--- src/rtl/spi_pkg.sv ---
// Shared types and defaults for the SPI responder.
package spi_pkg;
    localparam int SPI_DATA_W      = 8;
    localparam int SPI_SYNC_STAGES = 2;

    typedef enum logic {IDLE, SHIFT} spi_slv_state_t;
endpackage

--- src/rtl/spi_sync_edge.sv ---
// Multi-flop synchronizer for one asynchronous input, with edge detect
// against the previous synchronized level.
module spi_sync_edge #(
    parameter int   STAGES  = 2,
    parameter logic RST_VAL = 1'b0
) (
    input  logic clk_i,
    input  logic rst_i,
    input  logic d_i,
    output logic level_o,
    output logic rise_o,
    output logic fall_o
);
    logic [STAGES-1:0] sync_q;
    logic              prev_q;

    always_ff @(posedge clk_i or posedge rst_i) begin
        if (rst_i) begin
            sync_q <= {STAGES{RST_VAL}};
            prev_q <= RST_VAL;
        end else begin
            sync_q <= {sync_q[STAGES-2:0], d_i};
            prev_q <= sync_q[STAGES-1];
        end
    end

    assign level_o = sync_q[STAGES-1];
    assign rise_o  = level_o & ~prev_q;
    assign fall_o  = ~level_o & prev_q;
endmodule

--- src/rtl/spi_slave.sv ---
// SPI responder: oversamples SCLK/SS_N/MOSI in the local clock domain,
// all four CPOL/CPHA modes, MSB first, multi-byte frames.
module spi_slave import spi_pkg::*; #(
    parameter int DATA_W      = SPI_DATA_W,
    parameter int SYNC_STAGES = SPI_SYNC_STAGES
) (
    input  logic              clk_i,
    input  logic              rst_i,
    input  logic              cpol_i,
    input  logic              cpha_i,
    input  logic [DATA_W-1:0] din_i,
    input  logic              sclk_i,
    input  logic              ss_n_i,
    input  logic              mosi_i,
    output logic              miso_o,
    output logic              miso_oe_o,
    output logic [DATA_W-1:0] dout_o,
    output logic              rx_done_tick_o,
    output logic              busy_o
);
    localparam int CNT_W = (DATA_W > 1) ? $clog2(DATA_W) : 1;

    spi_slv_state_t    state_q, state_d;
    logic              start;
    logic              cpol_q, cpha_q;
    logic [DATA_W-1:0] tx_q, rx_q, rx_next;
    logic [CNT_W-1:0]  cnt_q;
    logic              sclk_lvl, sclk_rise, sclk_fall;
    logic              ss_lvl, ss_rise, ss_fall;
    logic              mosi_lvl, mosi_rise, mosi_fall;
    logic              lead, trail, sample, drive, last_bit;
    logic              sync_unused;

    spi_sync_edge #(.STAGES(SYNC_STAGES), .RST_VAL(1'b0)) u_sclk_sync (
        .clk_i(clk_i), .rst_i(rst_i), .d_i(sclk_i),
        .level_o(sclk_lvl), .rise_o(sclk_rise), .fall_o(sclk_fall));
    spi_sync_edge #(.STAGES(SYNC_STAGES), .RST_VAL(1'b1)) u_ss_sync (
        .clk_i(clk_i), .rst_i(rst_i), .d_i(ss_n_i),
        .level_o(ss_lvl), .rise_o(ss_rise), .fall_o(ss_fall));
    spi_sync_edge #(.STAGES(SYNC_STAGES), .RST_VAL(1'b0)) u_mosi_sync (
        .clk_i(clk_i), .rst_i(rst_i), .d_i(mosi_i),
        .level_o(mosi_lvl), .rise_o(mosi_rise), .fall_o(mosi_fall));

    assign sync_unused = ^{sclk_lvl, ss_lvl, mosi_rise, mosi_fall};

    // Leading edge leaves the CPOL idle level; trailing edge returns to it.
    assign lead     = cpol_q ? sclk_fall : sclk_rise;
    assign trail    = cpol_q ? sclk_rise : sclk_fall;
    assign sample   = cpha_q ? trail : lead;
    assign drive    = cpha_q ? lead  : trail;
    assign last_bit = (cnt_q == CNT_W'(DATA_W-1));
    assign rx_next  = {rx_q[DATA_W-2:0], mosi_lvl};

    always_ff @(posedge clk_i or posedge rst_i) begin
        if (rst_i) state_q <= IDLE;
        else       state_q <= state_d;
    end

    always_comb begin
        state_d = state_q;
        start   = 1'b0;
        case (state_q)
            IDLE:  if (ss_fall) begin
                       state_d = SHIFT;
                       start   = 1'b1;
                   end
            SHIFT: if (ss_rise) state_d = IDLE;
            default: state_d = IDLE;
        endcase
    end

    always_ff @(posedge clk_i or posedge rst_i) begin
        if (rst_i) begin
            cpol_q         <= 1'b0;
            cpha_q         <= 1'b0;
            tx_q           <= '0;
            rx_q           <= '0;
            cnt_q          <= '0;
            miso_o         <= 1'b0;
            dout_o         <= '0;
            rx_done_tick_o <= 1'b0;
        end else begin
            rx_done_tick_o <= 1'b0;
            if (start) begin
                cpol_q <= cpol_i;
                cpha_q <= cpha_i;
                cnt_q  <= '0;
                rx_q   <= '0;
                // CPHA=0 must present the MSB before the first SCLK edge.
                if (cpha_i) begin
                    tx_q   <= din_i;
                    miso_o <= 1'b0;
                end else begin
                    tx_q   <= {din_i[DATA_W-2:0], 1'b0};
                    miso_o <= din_i[DATA_W-1];
                end
            end else if (state_q == SHIFT) begin
                if (sample) begin
                    rx_q <= rx_next;
                    if (last_bit) begin
                        dout_o         <= rx_next;
                        rx_done_tick_o <= 1'b1;
                        cnt_q          <= '0;
                    end else begin
                        cnt_q <= cnt_q + 1'b1;
                    end
                end
                // Reload happens in the tick cycle so the user can swap din_i on the tick.
                if (drive) begin
                    miso_o <= tx_q[DATA_W-1];
                    tx_q   <= {tx_q[DATA_W-2:0], 1'b0};
                end else if (rx_done_tick_o) begin
                    tx_q <= din_i;
                end
                if (ss_rise) begin
                    cnt_q  <= '0;
                    rx_q   <= '0;
                    miso_o <= 1'b0;
                end
            end
        end
    end

    assign busy_o    = (state_q == SHIFT);
    assign miso_oe_o = (state_q == SHIFT);
endmodule

--- config.mk ---
export PLATFORM = sky130hd
export DESIGN_NAME = spi_slave
export DESIGN_NICKNAME = d
export VERILOG_FILES = /design/src/rtl/spi_pkg.sv /design/src/rtl/spi_sync_edge.sv /design/src/rtl/spi_slave.sv
export SDC_FILE = /design/constraint.sdc
export NUM_CORES = 1
export LEC_CHECK = 0
export CAP_MARGIN = 20
export CELL_PAD_IN_SITES_DETAIL_PLACEMENT = 2
export CELL_PAD_IN_SITES_GLOBAL_PLACEMENT = 2
export CORE_MARGIN = 2
export CORE_UTILIZATION = 30
export CTS_CLUSTER_DIAMETER = 120
export DETAILED_ROUTE_END_ITERATION = 10
export DONT_BUFFER_PORTS = 1
export GPL_ROUTABILITY_DRIVEN = 0
export PLACE_DENSITY_LB_ADDON = 0.1
export SLEW_MARGIN = 20
export SYNTH_ARGS = -nofsm -noshare
export SYNTH_HDL_FRONTEND = slang
export SYNTH_HIERARCHICAL = 1
export SYNTH_SLANG_ARGS = --single-unit
--- constraint.sdc ---
create_clock -name clk_i -period 4.55 [get_ports clk_i]
set_input_delay 0.6825 -clock clk_i [delete_from_list [all_inputs] [get_ports clk_i]]
set_output_delay 0.6825 -clock clk_i [all_outputs]
set_load 0.02 [all_outputs]
==> results of run 1 <==
-- placed cells by master (no fill, tap or decap), types with 2 or more instances in the layout --
cell      instances
nor3b_1           2
a31oi_1           7
mux2i_2           3
inv_1            11
mux2i_1           7
and2b_2           2
dfrtp_1          36
a21oi_1           8
nand2b_1          3
ha_1              2
a32oi_1           7
nor2b_1           4
mux2_4            4
o211ai_1          8
dfstp_2           3
buf_4             2
nand2_1          13
nor2_1            3
mux2_2           10
clkbuf_8          6
nor3_1            3
-- cell type report --
cell class              instances  area (sq um)
clock inverters                 1         5.005
flip-flops and latches         39         979.7
multi-input cells              94         738.2
well taps                      75         93.84
clock buffers                   7         86.33
inverters                      11         41.29
repair buffers                  2         15.01
fillers                       621          3891
-- worst min-delay path by stage --
stage / start / endpoint / slack, ns / cells past startpoint
after floorplan: u_mosi_sync/sync_q[0] / u_mosi_sync/sync_q[1] / 0.33 / 0
after global placement: u_mosi_sync/sync_q[0] / u_mosi_sync/sync_q[1] / 0.34 / 0
after detailed placement: u_sclk_sync/sync_q[0] / u_sclk_sync/sync_q[1] / 0.34 / 0
after CTS: rst_i / u_mosi_sync/sync_q[0] / 0.10 / 1
after global routing: rst_i / u_mosi_sync/sync_q[0] / 0.1 / 1
final: rst_i / u_mosi_sync/sync_q[0] / 0.12 / 1
-- flip-flops by register name, indices dropped and copies added, names as in the netlist --
register	count
u_mosi_sync/sync_q	2
dout_o	8
cnt_q	3
u_ss_sync/sync_q	2
u_sclk_sync/prev_q	1
rx_q	7
cpha_q	1
rx_done_tick_o	1
u_sclk_sync/sync_q	2
tx_q	8
busy_o	1
miso_o	1
cpol_q	1
u_ss_sync/prev_q	1
-- stage by stage --
step | setup WS [ns] | utilization | power (uW) | cell area, sq um | hold WS [ns]
finish | 2.373 | 0.3349 | 1036 | 1959 | 0.1204
floorplan | 2.851 | - | 737.6 | 1804 | 0.3312
global placement | 2.467 | 0.3193 | 780.4 | 1868 | 0.3416
global route | 2.185 | 0.3349 | 1116 | 1959 | 0.09698
detailed placement | 2.353 | 0.3193 | 806.8 | 1868 | 0.3372
CTS | 2.298 | 0.3349 | 1057 | 1959 | 0.1050
-- critical path: stages (launching register included) --
cell and delay (ns):
dfrtp_1 0.70, nand2b_1 0.49, nor2_1 0.29, a22o_1 0.30
mux2_2 0.27
-- report_power, final --
group          leakage (uW)  switching, uW  internal [uW]
registers          0.000487           78.2            434
clock network     0.0000482            120            122
logic              0.000330            149            132
total              0.000865            348            689
-- per-layer routing --
metal	up-vias	routed length, microns	share of wire	GRT usage
met5	-	0	0	0
met4	0	63	0.015	0.05932
met3	6	215	0.050	0.04945
met2	21	1983	0.46	0.2139
met1	600	2033	0.47	0.2082
li1	543	-	-	-
==> results.json, run 1 <==
{
  "syn_nets": 169,
  "cts_buffer_depth": 2,
  "nets": 170,
  "root_buffer": "clkbuf_8",
  "ff2ff_path_depth": 4,
  "area_delta_synth_final_pct": 8.599,
  "crit_required_ns": 4.73,
  "die_h_microns": 81.55,
  "ant_nets": 0,
  "min_path_type": "input port to asynchronous set/reset pin",
  "clkLatencyLatePin_ns": 0.29,
  "crit_end": "miso_o",
  "worst_pin_slew_ns": 0.8053,
  "cts_resized": 0,
  "p_leak_uw": 0.0008654,
  "syn_area_sq_um": 1804,
  "start_util": 0.3084,
  "outcome": "complete, no violations",
  "core_sq_um": 5851,
  "grt_remaining_overflow": 0,
  "reg2reg_to": "miso_o",
  "worst_setup_path_end_kind": "flop",
  "grt_first_pass_wirelength_microns": 7251,
  "rows": 28,
  "routed_wl_microns": 4295,
  "first_global_vias": 1352,
  "cap_violations": 0,
  "yosysWarnings": 6,
  "route.detailed.drc": 0,
  "setup_viol": 0,
  "max_freq_ghz": 0.4593,
  "numCtsBuffers": 5,
  "relSlewSlack": 0.4631,
  "crit_arrival_ns": 2.36,
  "synth_cells": 152,
  "drv_slew": 0,
  "cellPowerDensity_nw_per_um2": 528.8,
  "fin_skew_ns": 0.008538,
  "path_class": "flop to flop",
  "hold_viol": 0,
  "grt_start_max_net_pins": 32,
  "cp-start-kind": "flop",
  "r2r_setup_slack_ns": 2.37,
  "pin_count": 27,
  "worstPathMaxFanout": 11,
  "fin_tns_setup_ns": 0,
  "final.period_utilization": 0.4785,
  "syn_avg_cell_area_sq_um": 11.87,
  "clk_pin_slew_ns": 0.08,
  "cts_tree": "built",
  "drive_above_1_share": 0.2273,
  "firstDrtPassIters": 4,
  "antenna_found_initial": 0,
  "track_usage": 0.1497,
  "cts_hold_buf": 0,
  "wl_per_cell_microns": 18.76,
  "port_buffers": 0,
  "die_w_microns": 81.55,
  "final_cells": 229,
  "min_period_ns": 2.177,
  "diodes": 0,
  "vias_per_cell": 5.109,
  "place_hpwl_microns": 3025,
  "vias": 1170,
  "vdd_ir_drop_max_uv": 178.3,
  "drtIter0Drc": 103,
  "postCtsSetupBuffers": 0,
  "cts_sinks": 39,
  "reg2reg_from": "busy_o",
  "rsz0062_at_grt": "no",
  "dieArea_sq_um": 6650,
  "cts_max_level": 2,
  "dp_cells": 221,
  "startpoint": "busy_o"
}
Power figures use the tool's default switching activity.
==> run 2: changes to the inputs <==
- clock period: 4.55 -> 1.8 ns (I/O delays scaled with it)
==> results.json, run 2 (synthesis results as in run 1) <==
{
  "cts_buffer_depth": 2,
  "hold_viol": 0,
  "die_h_microns": 81.55,
  "grt_start_max_net_pins": 32,
  "outcome": "complete, no violations",
  "total_power_uw": 2880,
  "max_freq_ghz": 0.5812,
  "postCtsSetupBuffers": 0,
  "worst_pin_slew_ns": 0.4747,
  "crit_arrival_ns": 1.90,
  "clk_pin_slew_ns": 0.09,
  "fin_tns_setup_ns": 0,
  "routed_wl_microns": 4435,
  "drv_slew": 0,
  "cp-start-kind": "flop",
  "routed.top_layer": "met4",
  "final_common_cell": "dfrtp_1",
  "final.period_utilization": 0.9559,
  "path_class": "flop to flop",
  "numCtsBuffers": 5,
  "dr_wl_met3_microns": 177,
  "grt_first_pass_wirelength_microns": 7438,
  "ant_nets": 0,
  "rows": 28,
  "p_leak_uw": 0.0009744,
  "start_util": 0.3084,
  "nets": 190,
  "root_buffer": "clkbuf_8",
  "core_sq_um": 5851,
  "cpPeakStageDelay_ns": 0.42,
  "placed_area_sq_um": 1988,
  "cellPowerDensity_nw_per_um2": 1330,
  "cts_max_level": 2,
  "worstPathMaxFanout": 9,
  "track_usage": 0.1522,
  "grt_remaining_overflow": 0,
  "diodes": 0,
  "relSlewSlack": 0.6828,
  "min_period_ns": 1.721,
  "route.detailed.drc": 0,
  "cts_sinks": 39,
  "die_w_microns": 81.55,
  "layout_common_cells": "36 x dfrtp_1, 18 x buf_4, 13 x nand2_1",
  "wl_per_cell_microns": 17.81,
  "worst_setup_path_end_kind": "flop",
  "dr_wl_met2_microns": 2144,
  "firstDrtPassIters": 4,
  "port_buffers": 0,
  "crit_required_ns": 1.98,
  "cts_tree": "built",
  "drive_above_1_share": 0.3218,
  "first_global_vias": 1446,
  "wl_met1_microns": 2053,
  "min_path_type": "input port to flop",
  "drtIter0Drc": 26,
  "clkLatencyLatePin_ns": 0.29,
  "critPathSlowestCell": "dfrtp_1",
  "area_delta_synth_final_pct": 20.04,
  "vias_per_cell": 5.080,
  "rsz0062_at_grt": "no",
  "worstPathCellList": "xnor2_2 -> mux2i_2 -> buf_4 -> nor2_4 -> mux2_2",
  "vias": 1265,
  "pin_count": 27,
  "final_area_sq_um": 2166,
  "cap_violations": 0,
  "reg.largest.list": "dout_o (8), tx_q (8), rx_q (7)",
  "vdd_ir_drop_max_uv": 509.7,
  "setup_viol": 0,
  "antenna_found_initial": 0,
  "place_hpwl_microns": 3185,
  "dieArea_sq_um": 6650,
  "fin_skew_ns": 0.005278
}
-- run 2: cell types whose count changed in the layout (fill, tap and decap cells not counted), sizes merged --
| cell | change |
|---|---|
| dlygate4sd3 | +4 |
| bufinv | +1 |
| buf | +16 |
| inv | +1 |
| clkbuf | -2 |
-- run 2: per-stage QoR --
| stage | utilization | hold slack (ns) | setup WS (ns) | cells |
|---|---|---|---|---|
| finish | 0.3702 | 0.08367 | 0.07938 | 249 |
| detailed placement | 0.3398 | 0.01872 | -0.1345 | 237 |
| CTS | 0.3683 | 0.08112 | 0.008181 | 249 |
| global route | 0.3702 | 0.09895 | 0.002075 | 249 |
| global placement | 0.3398 | 0.01699 | -0.06169 | 237 |
| floorplan | - | 0.01118 | 0.1006 | 152 |
-- run 2: final cells by class --
| class | count | area (sq um) |
|---|---|---|
| clock buffer | 5 | 68.82 |
| clock inverter | 3 | 47.55 |
| fill | 629 | 3685 |
| inverter | 11 | 41.29 |
| multi-input combinational | 94 | 759.5 |
| sequential | 39 | 979.7 |
| tap | 75 | 93.84 |
| timing repair buffer | 22 | 175.2 |
-- run 2: per-layer routing --
layer | vias up | global-route usage
met5 | - | 0
met3 | 7 | 0.03846
met4 | 0 | 0.05593
li1 | 581 | -
met2 | 23 | 0.2525
met1 | 654 | 0.1912
-- run 2: final timing paths --
path	startpoint	to	slack (ns)	cells after the start
max in group asynchronous	rst_i	dout_o[5]	0.90	3
min in group asynchronous	rst_i	u_mosi_sync/sync_q[1]	0.33	2
worst max-delay path	cpol_q	dout_o[3]	0.08	5
worst min register to register	u_mosi_sync/sync_q[0]	u_mosi_sync/sync_q[1]	0.36	0
worst min-delay path	cpol_i	cpol_q	0.08	2
worst max register to register	cpol_q	dout_o[3]	0.08	5
-- run 2: worst max-delay path, delay by kind of cell, from the launching register on --
kind          cells  cell delay [ns]
xor+xnor          1             0.25
buf+inv           1             0.16
flops             1             0.42
mux               2             0.51
simple gates      1             0.25
-- run 2: timing repair --
action,CTS,global route
setup endpoints to repair,17,15
hold endpoints to repair,42,0
hold buffers,4,0
resized for setup,2,3
pin swaps,0,1
-- run 2: report_power, final --
part / internal (uW) / leakage, uW / switching (uW) / total [uW]
Clock: 421 / 0.0000587 / 345 / 766
Combinational: 421 / 0.000429 / 426 / 847
Sequential: 1100 / 0.000487 / 169 / 1270
Total: 1940 / 0.000974 / 941 / 2880
